## src/rtl/noise_pkg.sv

```systemverilog
// Shared definitions for the noise tester: sequencer state encoding and the
// default data widths also used by the error counter.
package noise_pkg;

    // Default widths, shared with the error counter.
    localparam int NOISE_CNT_W = 10;
    localparam int NOISE_ACC_W = 16;

    // Sequencer states, 3-bit encoding IDLE=0 .. DONE=7.
    typedef enum logic [2:0] {
        ST_IDLE      = 3'd0,
        ST_CLEAR     = 3'd1,
        ST_LAUNCH    = 3'd2,
        ST_WAIT_BUSY = 3'd3,
        ST_RUN       = 3'd4,
        ST_LATCH     = 3'd5,
        ST_GAP       = 3'd6,
        ST_DONE      = 3'd7
    } seq_state_t;

    // Larger of two elaboration-time integers (used for width sizing).
    function automatic int max_int(input int a, input int b);
        return (a > b) ? a : b;
    endfunction

endpackage

```

## src/rtl/noise_test_sequencer_sat_accum.sv

```systemverilog
// Saturating accumulator: adds a zero-extended input word to a W-bit total
// when enabled, sticking at all-ones instead of wrapping. Clear wins over add.
module sat_accum
    import noise_pkg::*;
#(
    parameter int W    = NOISE_ACC_W,
    parameter int IN_W = NOISE_CNT_W
) (
    input  logic            clk,
    input  logic            rst,
    input  logic            clr,
    input  logic            en,
    input  logic [IN_W-1:0] din,
    output logic [W-1:0]    acc
);

    // One bit wider than the wider operand so the carry out is never lost,
    // even when the input word is wider than the accumulator.
    localparam int SW = max_int(W, IN_W) + 1;

    logic [SW-1:0] sum;

    // Full-width sum of the current total and the zero-extended input.
    always_comb begin
        sum = SW'(acc) + SW'(din);
    end

    // Accumulator register: clear, or add with saturation at all-ones.
    // NOTE: reset is synchronous (sampled on the clock edge) and all state
    // updates use non-blocking assignments so every register sees the
    // pre-edge values of the others.
    always_ff @(posedge clk) begin
        if (rst) begin
            acc <= '0;
        end else if (clr) begin
            acc <= '0;
        end else if (en) begin
            acc <= (|sum[SW-1:W]) ? '1 : sum[W-1:0];
        end
    end

endmodule

```

## src/rtl/noise_test_sequencer.sv

```systemverilog
// Noise test sequencer: on a start-button edge it runs RUNS back-to-back
// generator bursts (clear counter, launch, wait, latch errors, gap) and builds
// a summary of total errors, worst run and pass/fail. All outputs are
// registered; pulse outputs are derived from the next state so they line up
// with the state they belong to.
module noise_test_sequencer
    import noise_pkg::*;
#(
    parameter int RUNS       = 8,
    parameter int CNT_W      = NOISE_CNT_W,
    parameter int ACC_W      = NOISE_ACC_W,
    parameter int ERR_LIMIT  = 10,
    parameter int GAP_CYCLES = 64,
    parameter int TIMEOUT    = 1024
) (
    input  logic             clk,
    input  logic             rst,
    input  logic             start_btn,
    input  logic             abort,
    input  logic             gen_busy,
    input  logic [CNT_W-1:0] err_count,
    output logic             gen_start,
    output logic             cnt_clr,
    output logic             busy,
    output logic             done,
    output logic [7:0]       run_idx,
    output logic [ACC_W-1:0] total_err,
    output logic [CNT_W-1:0] max_err,
    output logic             fail,
    output logic             timeout,
    output logic             aborted
);

    // One down-counter serves both the launch timeout and the inter-burst gap.
    localparam int               CTR_W      = $clog2(max_int(TIMEOUT, GAP_CYCLES) + 1);
    localparam logic [CTR_W-1:0] TIMEOUT_LD = CTR_W'(TIMEOUT);
    localparam logic [CTR_W-1:0] GAP_LD     = CTR_W'(GAP_CYCLES);
    localparam logic [7:0]       LAST_RUN   = 8'(RUNS - 1);

    seq_state_t       state;
    seq_state_t       state_next;
    logic             start_prev;
    logic             start_edge;
    logic [CTR_W-1:0] ctr;
    logic             ctr_last;
    logic             last_run;
    logic             over_limit;
    logic             do_start;
    logic             do_latch;
    logic             set_timeout;
    logic             set_aborted;

    assign start_edge = start_btn & ~start_prev;
    assign ctr_last   = (ctr == CTR_W'(1));
    assign last_run   = (run_idx == LAST_RUN);
    assign over_limit = (int'(err_count) > ERR_LIMIT);

    // Previous button level for rising-edge detection; tracks in every state.
    always_ff @(posedge clk) begin
        if (rst) begin
            start_prev <= 1'b0;
        end else begin
            start_prev <= start_btn;
        end
    end

    // State register.
    always_ff @(posedge clk) begin
        if (rst) begin
            state <= ST_IDLE;
        end else begin
            state <= state_next;
        end
    end

    // Next-state logic and one-cycle action strobes; abort overrides all
    // transitions outside IDLE/DONE.
    // NOTE: every signal written here gets a default before the case, so no
    // path leaves one unassigned and no latch is inferred.
    always_comb begin
        state_next  = state;
        do_start    = 1'b0;
        do_latch    = 1'b0;
        set_timeout = 1'b0;
        set_aborted = 1'b0;
        if (abort && state != ST_IDLE && state != ST_DONE) begin
            state_next  = ST_DONE;
            set_aborted = 1'b1;
        end else begin
            case (state)
                ST_IDLE: begin
                    if (start_edge) begin
                        state_next = ST_CLEAR;
                        do_start   = 1'b1;
                    end
                end
                ST_CLEAR:  state_next = ST_LAUNCH;
                ST_LAUNCH: state_next = ST_WAIT_BUSY;
                ST_WAIT_BUSY: begin
                    if (gen_busy) begin
                        state_next = ST_RUN;
                    end else if (ctr_last) begin
                        state_next  = ST_DONE;
                        set_timeout = 1'b1;
                    end
                end
                ST_RUN: begin
                    if (!gen_busy) begin
                        state_next = ST_LATCH;
                    end
                end
                ST_LATCH: begin
                    do_latch   = 1'b1;
                    state_next = last_run ? ST_DONE : ST_GAP;
                end
                ST_GAP: begin
                    if (ctr_last) begin
                        state_next = ST_CLEAR;
                    end
                end
                ST_DONE:  state_next = ST_IDLE;
                default:  state_next = ST_IDLE;
            endcase
        end
    end

    // Shared down-counter: loaded on LAUNCH (timeout) and LATCH (gap),
    // decremented while waiting for the generator or idling in the gap.
    always_ff @(posedge clk) begin
        if (rst) begin
            ctr <= '0;
        end else begin
            case (state)
                ST_LAUNCH:            ctr <= TIMEOUT_LD;
                ST_LATCH:             ctr <= GAP_LD;
                ST_WAIT_BUSY, ST_GAP: ctr <= ctr - CTR_W'(1);
                default:              ctr <= ctr;
            endcase
        end
    end

    // Registered control outputs, decoded from the state being entered.
    always_ff @(posedge clk) begin
        if (rst) begin
            gen_start <= 1'b0;
            cnt_clr   <= 1'b0;
            busy      <= 1'b0;
            done      <= 1'b0;
        end else begin
            gen_start <= (state_next == ST_LAUNCH);
            cnt_clr   <= (state_next == ST_CLEAR);
            busy      <= (state_next != ST_IDLE);
            done      <= (state_next == ST_DONE);
        end
    end

    // Summary registers: cleared on a new start, updated once per run in
    // LATCH; status flags are sticky until the next start.
    always_ff @(posedge clk) begin
        if (rst) begin
            run_idx <= '0;
            max_err <= '0;
            fail    <= 1'b0;
            timeout <= 1'b0;
            aborted <= 1'b0;
        end else begin
            if (do_start) begin
                run_idx <= '0;
                max_err <= '0;
                fail    <= 1'b0;
                timeout <= 1'b0;
                aborted <= 1'b0;
            end
            if (do_latch) begin
                if (err_count > max_err) begin
                    max_err <= err_count;
                end
                if (over_limit) begin
                    fail <= 1'b1;
                end
                if (!last_run) begin
                    run_idx <= run_idx + 8'd1;
                end
            end
            if (set_timeout) begin
                timeout <= 1'b1;
            end
            if (set_aborted) begin
                aborted <= 1'b1;
            end
        end
    end

    // Saturating total of the per-run error counts.
    sat_accum #(
        .W    (ACC_W),
        .IN_W (CNT_W)
    ) u_total (
        .clk (clk),
        .rst (rst),
        .clr (do_start),
        .en  (do_latch),
        .din (err_count),
        .acc (total_err)
    );

endmodule

```

## config.mk

```make
export PLATFORM = sky130hd
export DESIGN_NAME = noise_test_sequencer
export DESIGN_NICKNAME = d
export VERILOG_FILES = /design/src/rtl/noise_pkg.sv /design/src/rtl/noise_test_sequencer_sat_accum.sv /design/src/rtl/noise_test_sequencer.sv
export SDC_FILE = /design/constraint.sdc
export NUM_CORES = 1
export LEC_CHECK = 0
export BUFFER_PORTS_ARGS = -buffer_cell sky130_fd_sc_hd__buf_4
export CORE_MARGIN = 5
export CORE_UTILIZATION = 46
export CTS_CLUSTER_DIAMETER = 120
export DETAILED_ROUTE_END_ITERATION = 6
export GPL_TIMING_DRIVEN = 0
export PLACE_DENSITY = 0.64
export REMOVE_ABC_BUFFERS = 1
export SYNTH_ARGS = -nofsm -noshare
export SYNTH_HDL_FRONTEND = slang
export SYNTH_SLANG_ARGS = --single-unit
```

## constraint.sdc

```tcl
create_clock -name clk -period 8.1 [get_ports clk]
set_input_delay 2.025 -clock clk [delete_from_list [all_inputs] [get_ports clk]]
set_output_delay 2.025 -clock clk [all_outputs]
set_load 0.01 [all_outputs]
```

==> results.json, run 1 <==
{
  "outcome": "complete, no violations",
  "yosysWarningCount": 0,
  "cp.arrival_ns": 4.36,
  "final_nets": 463,
  "overflow": 0,
  "multi_input_area_um2": 1992,
  "final_common_cell": "dfxtp_1",
  "die_w_um": 94.19,
  "worstSetupEndpointType": "flop",
  "leakagePower_nw": 1.507,
  "hold_path_class": "flop to flop",
  "hpwl_mm": 5.790,
  "synthToLayoutAreaGrowth_pct": 16.62,
  "powerDensity_nw_per_um2": 177.2,
  "place_ws_ns": 3.595,
  "timing.final.hold_violations": 0,
  "combPwrFrac_pct": 27.7,
  "postSynthCellCount": 380,
  "fin_crit_ns": 4.171,
  "gp_congestion": 0.8489,
  "clk-insertion-delay-late_ns": 0.31,
  "grtUsageMet1_pct": 24.36,
  "mostFrequentLayoutCells": "56 x dfxtp_1, 55 x buf_4, 42 x a21oi_1, 29 x nor2_1, 23 x ha_1",
  "drive_above_1_share_pct": 17.41,
  "vias": 2961,
  "antenna_left": 0,
  "synth_edf_count": 0,
  "track_usage_pct": 18.51,
  "post_cts_resize_count": 0,
  "ys_top_cells_by_area": "dfxtp_1 34%, ha_1 8.8%, a21oi_1 6.4%, nor2_1 3.3%, xor2_1 3.0%",
  "numCtsBuffers": 5,
  "clock_sinks": 56,
  "fin_area_um2": 3802,
  "placed_area_um2": 3717,
  "drt_iter0_markers": 83,
  "clock_tree.root_cell": "clkbuf_8",
  "finalSetupTns_ns": 0,
  "p_seq_share_pct": 49.6,
  "finClkSkew_ns": 0.01118,
  "fmax_mhz": 239.8,
  "htree_levels": 2,
  "die_y_um": 94.19,
  "start_util_pct": 47.73,
  "drt_wl_total_mm": 7.951,
  "use_met2_pct": 29.79,
  "numPortBuffers": 55,
  "synth_flop_cell": "dfxtp_1",
  "synth_area_leader_cell": "dfxtp_1",
  "cts-hold-fix-buffers": 0,
  "firstDrtPassIters": 4,
  "grt_first_pass_wirelength_mm": 13.25,
  "wl_per_cell_um": 15.26,
  "synth.top_cell.area_share_pct": 34.38,
  "pin_count": 56,
  "cts_tree": "built",
  "grt_max_degree": 30,
  "grt_antenna_before_repair": 0,
  "path_class": "input port to flop",
  "cap_violations": 0,
  "diodes": 0,
  "avgSynthCellArea_um2": 8.581,
  "seqCellArea_um2": 1121,
  "slew_viol_final": 0,
  "worstMarginPinSlew_ns": 1.307,
  "busiest_layer": "met2",
  "syn-cell-area_um2": 3261,
  "fin_ws_ns": 3.929,
  "core_area_um2": 6832,
  "postCtsSetupBuffers": 0,
  "power_frac_clock_pct": 22.7,
  "clockBufferDepth": 2,
  "rsz0062_at_grt": "false",
  "switchingPower_w": 0.0002287,
  "grt_use_met3_pct": 3.766,
  "dieArea_um2": 8872,
  "row_count": 30,
  "maxSlewHeadroom_pct": 12.15,
  "yosysSeqAreaShare_pct": 34.38,
  "cp-start-kind": "input port",
  "p_int_w": 0.0004451,
  "worst-endpoint-required_ns": 8.29,
  "setup_viol_count_final": 0,
  "p_sw_share_pct": 33.94,
  "clk_pin_slew_ns": 0.10,
  "grt_pass1_vias": 2796,
  "ys_types": 65,
  "async_reset_ff_share_pct": 0,
  "critPathMaxFanout": 5,
  "period_share_pct": 51.49,
  "ys_ff_latch": 56,
  "routed_via_density": 5.683,
  "peakVddDrop_v": 0.0001267,
  "drcViolationCount": 0,
  "fill_cells": 674
}
## per-stage QoR
stage               instances  util (%)  hold WS [ns]  power (W)
floorplan                 362         -        0.4745  0.0004696
global placement          513     54.41        0.4458  0.0005215
detailed placement        513     54.41        0.4504  0.0005261
CTS                       521     55.66        0.4655  0.0006813
global route              521     55.66        0.4899  0.0007222
finish                    521     55.66        0.4699  0.0006738
## final cells by class
| cell class | count | area share, % |
|---|---|---|
| clock inverter | 1 | 0.2303 |
| clock buffer | 7 | 2.007 |
| multi-input combinational | 287 | 52.39 |
| tap | 96 | 3.159 |
| inverter | 19 | 1.876 |
| sequential | 56 | 29.48 |
| timing repair buffer | 55 | 10.86 |
## cells in the mapped netlist, types with 2 or more instances
library cell	number
dfxtp_1	56
a21oi_1	42
nor2_1	29
ha_1	23
nand2_1	20
inv_1	19
nand3_1	17
o211ai_1	12
nor3_1	11
xor2_1	11
o21ai_0	10
xnor2_1	10
clkbuf_1	9
a211oi_1	8
and3_1	7
nand4_1	7
or3_1	6
o221a_1	5
a21o_1	4
buf_1	4
buf_2	4
nand2b_1	4
nor4_1	4
mux2i_1	3
nor2b_1	3
nor3b_1	3
o21a_1	3
a211oi_2	2
a221oi_2	2
a31oi_1	2
and2_1	2
mux2_1	2
o221ai_1	2
o22ai_1	2
o31ai_1	2
## routing by layer
| layer | up-vias | part of all wire (%) |
|---|---|---|
| met5 | - | 0 |
| met4 | 0 | 1.8 |
| met3 | 14 | 3.7 |
| met2 | 54 | 46 |
| met1 | 1411 | 48 |
| li1 | 1482 | - |
## flip-flops by register name, summed over array words and instances, names as in the netlist
name,count
run_idx,8
cnt_clr,1
state,3
gen_start,1
fail,1
ctr,11
start_prev,1
aborted,1
timeout,1
u_total.acc,16
busy,1
max_err,10
done,1
## power by group through the flow
stage	Combinational [W]	Sequential, W	Clock (W)
after detailed placement	0.000186	0.000340	0
after CTS	0.000187	0.000334	0.000160
after global routing	0.000213	0.000339	0.000170
after floorplan	0.000134	0.000335	0
final	0.000186	0.000334	0.000153
after global placement	0.000183	0.000339	0
## worst max-delay path, stage by stage
cell and delay [ns]:
buf_4 0.13, ha_1 0.22, fa_1 0.41, a21o_1 0.20
a221oi_2 0.43, a211oi_2 0.19, and3_1 0.26, nor2b_1 0.35
a21oi_1 0.13
## cells by family (layout without fill, tap and decap cells)
group	count (synthesis)	in the layout	synth area share [%]
XOR/XNOR	21	21	5.641
AND/OR/NAND/NOR	126	126	20.68
buffers and inverters	37	82	4.528
flip-flops	56	56	34.38
AO/OA/AOI/OAI	110	110	23.41
adder cells (fa/ha/maj)	25	25	9.747
multiplexers	5	5	1.612
## worst paths after layout
check | startpoint | to | slack (ns) | cells past startpoint
worst min-delay path | fail | fail | 0.47 | 2
worst max-delay path | err_count[0] | u_total.acc[4] | 3.93 | 9
worst min register to register | fail | fail | 0.47 | 2
worst max register to register | state[0] | run_idx[7] | 5.21 | 6
(Power assumes the default switching activity.)
==> run 2: changes to the inputs <==
Settings changed: ABC_AREA set to 1.
Clock period 8.1 ns to 4.1 ns, I/O delays scaled along.
==> results.json, run 2 <==
{
  "power_w": 0.001767,
  "gp_congestion": 0.8685,
  "use_met2_pct": 34.57,
  "core_area_um2": 7214,
  "clk-insertion-delay-late_ns": 0.30,
  "hold_path.startpoint": "ctr[7]",
  "leakagePower_nw": 1.966,
  "grt_antenna_before_repair": 0,
  "busiest_layer": "met2",
  "final_nets": 605,
  "period_share_pct": 69.41,
  "numCtsBuffers": 5,
  "clock_tree.root_cell": "clkbuf_8",
  "maxSlewHeadroom_pct": 62.91,
  "start_util_pct": 47.10,
  "row_count": 31,
  "peakVddDrop_v": 0.0002048,
  "synth_mux_area_share_pct": 0,
  "worst-endpoint-required_ns": 4.31,
  "synth_edf_count": 0,
  "fin_crit_ns": 2.846,
  "hold_path_class": "flop to flop",
  "ys_top_cells_by_area": "dfxtp_1 33%, nand2_1 12%, inv_1 8.5%, ha_1 8.5%, nor2_1 7.7%",
  "grtUsageMet1_pct": 24.83,
  "synthAdderAreaFrac_pct": 9.057,
  "postSynthCellCount": 511,
  "final_common_cell": "nand2_1",
  "yosysMostFrequentCell": "nand2_1",
  "cts-hold-fix-buffers": 0,
  "timing.final.hold_violations": 0,
  "post-route-util_pct": 55.53,
  "path_class": "input port to flop",
  "outcome": "complete, no violations",
  "grt_first_pass_wirelength_mm": 14.37,
  "routed_via_density": 5.020,
  "finalSetupTns_ns": 0,
  "clock_sinks": 56,
  "mostFrequentLayoutCells": "109 x nand2_1, 77 x inv_1, 70 x nor2_1, 56 x dfxtp_1, 55 x buf_4",
  "numPortBuffers": 55,
  "synth_top_family_by_area": "simple AND/OR/NAND/NOR gates",
  "drcViolationCount": 0,
  "hpwl_mm": 6.506,
  "powerDensity_nw_per_um2": 441.1,
  "fin_area_um2": 4006,
  "finClkSkew_ns": 0.002819,
  "setup_viol_count_final": 0,
  "grt_use_met3_pct": 3.049,
  "drive_above_1_share_pct": 14.64,
  "cp.arrival_ns": 3.05,
  "firstDrtPassIters": 5,
  "syn-cell-area_um2": 3398,
  "cts_tree": "built",
  "synth.top_cell.area_share_pct": 32.99,
  "yosys.area_share.simple_pct": 31.19,
  "placed_area_um2": 3895,
  "synthToLayoutAreaGrowth_pct": 17.89,
  "overflow": 0,
  "async_reset_ff_share_pct": 0,
  "cp-start-kind": "input port",
  "drt_iter0_markers": 106,
  "regMostFlops": "u_total.acc",
  "track_usage_pct": 19.65,
  "die_y_um": 95.95,
  "diodes": 0,
  "regToRegStartpoint": "u_total.acc[0]",
  "postCtsSetupBuffers": 0,
  "synth_area_leader_cell": "dfxtp_1",
  "slew_viol_final": 0,
  "worstMarginPinSlew_ns": 0.5550,
  "ys_types": 39,
  "fmax_mhz": 351.4,
  "synth_flop_cell": "dfxtp_1",
  "yosysWarningCount": 0,
  "htree_levels": 2,
  "rsz0062_at_grt": "false",
  "crit_path_start": "err_count[0]",
  "clk_pin_slew_ns": 0.10,
  "die_w_um": 95.95,
  "vias": 3343,
  "worstSetupEndpointType": "flop",
  "yosysSeqAreaShare_pct": 32.99,
  "dieArea_um2": 9206,
  "grt_pass1_vias": 3150,
  "synth_common_cells": "109 x nand2_1, 77 x inv_1, 70 x nor2_1",
  "clockBufferDepth": 2,
  "ys_ff_latch": 56,
  "largest_reg_flops": 16,
  "grt_max_degree": 24,
  "drt_wl_total_mm": 8.589,
  "synth-compound-area-share_pct": 14.25,
  "pin_count": 56,
  "cap_violations": 0,
  "avgSynthCellArea_um2": 6.650,
  "top_regs": "u_total.acc: 16 flops, ctr: 11 flops, max_err: 10 flops",
  "synth-xor-area-share_pct": 2.062,
  "antenna_left": 0,
  "wl_per_cell_um": 12.90,
  "critPathMaxFanout": 6,
  "post_cts_resize_count": 0
}
==> run 2: cell types whose count changed after synthesis, sizes merged, moves of 7 or more <==
cell / previous run / this run
nor2: 29 / 77
inv: 19 / 82
xnor2: 10 / 3
nand2: 21 / 113
o21ai: 11 / 34
o211ai: 12 / 4
a211oi: 10 / 3
nand3: 17 / 34
==> run 2: worst paths after layout <==
kind                         end  slack (ns)  cells after the start
hold reg to reg           ctr[7]        0.46                      1
setup reg to reg  u_total.acc[4]        1.78                     10
hold / removal            ctr[7]        0.46                      1
setup / recovery  u_total.acc[4]        1.25                     11
==> run 2: layer usage <==
| metal | wire length [um] | vias up | part of all wire, % |
|---|---|---|---|
| li1 | - | 1758 | - |
| met1 | 4086 | 1515 | 48 |
| met2 | 4124 | 66 | 48 |
| met3 | 319 | 4 | 3.7 |
| met4 | 57 | 0 | 0.66 |
| met5 | 0 | - | 0 |
==> run 2: critical path, cell delays in order <==
cell and delay [ns]:
buf_4 0.13, ha_1 0.23, fa_1 0.46, nand3_1 0.10, nand3_1 0.18, nand3_1 0.12, nand3_1 0.11, nand2_1 0.21
nand2_1 0.22, o21ai_0 0.23, inv_1 0.05
==> run 2: area by class of cell <==
type	instances	area, um2
timing repair buffer	55	412.9
multi-input combinational	364	1922
sequential	56	1121
inverter	84	315.3
tap	99	123.9
clock inverter	3	42.54
fill	753	3208
clock buffer	5	68.82
==> run 2: cell families (layout without fill, tap and decap cells) <==
group / Yosys count / in the layout
buf+inv: 91 / 147
compound gates: 89 / 89
flops: 56 / 56
xor+xnor: 8 / 8
simple gates: 243 / 243
fa+ha+maj: 24 / 24
==> run 2: per-stage QoR <==
stage               setup slack, ns  std cells  hold slack, ns
detailed placement           0.9686        658          0.4450
floorplan                     1.517        504          0.4217
global route                  1.116        666          0.4802
CTS                           1.295        666          0.4605
finish                        1.254        666          0.4596
global placement             0.9651        658          0.4392
==> run 2: where the power goes <==
group	internal (W)	switching, W	leakage, nW
combinational	0.000258	0.000453	1.46
sequential	0.000626	0.0000666	0.455
clock	0.000181	0.000182	0.0541
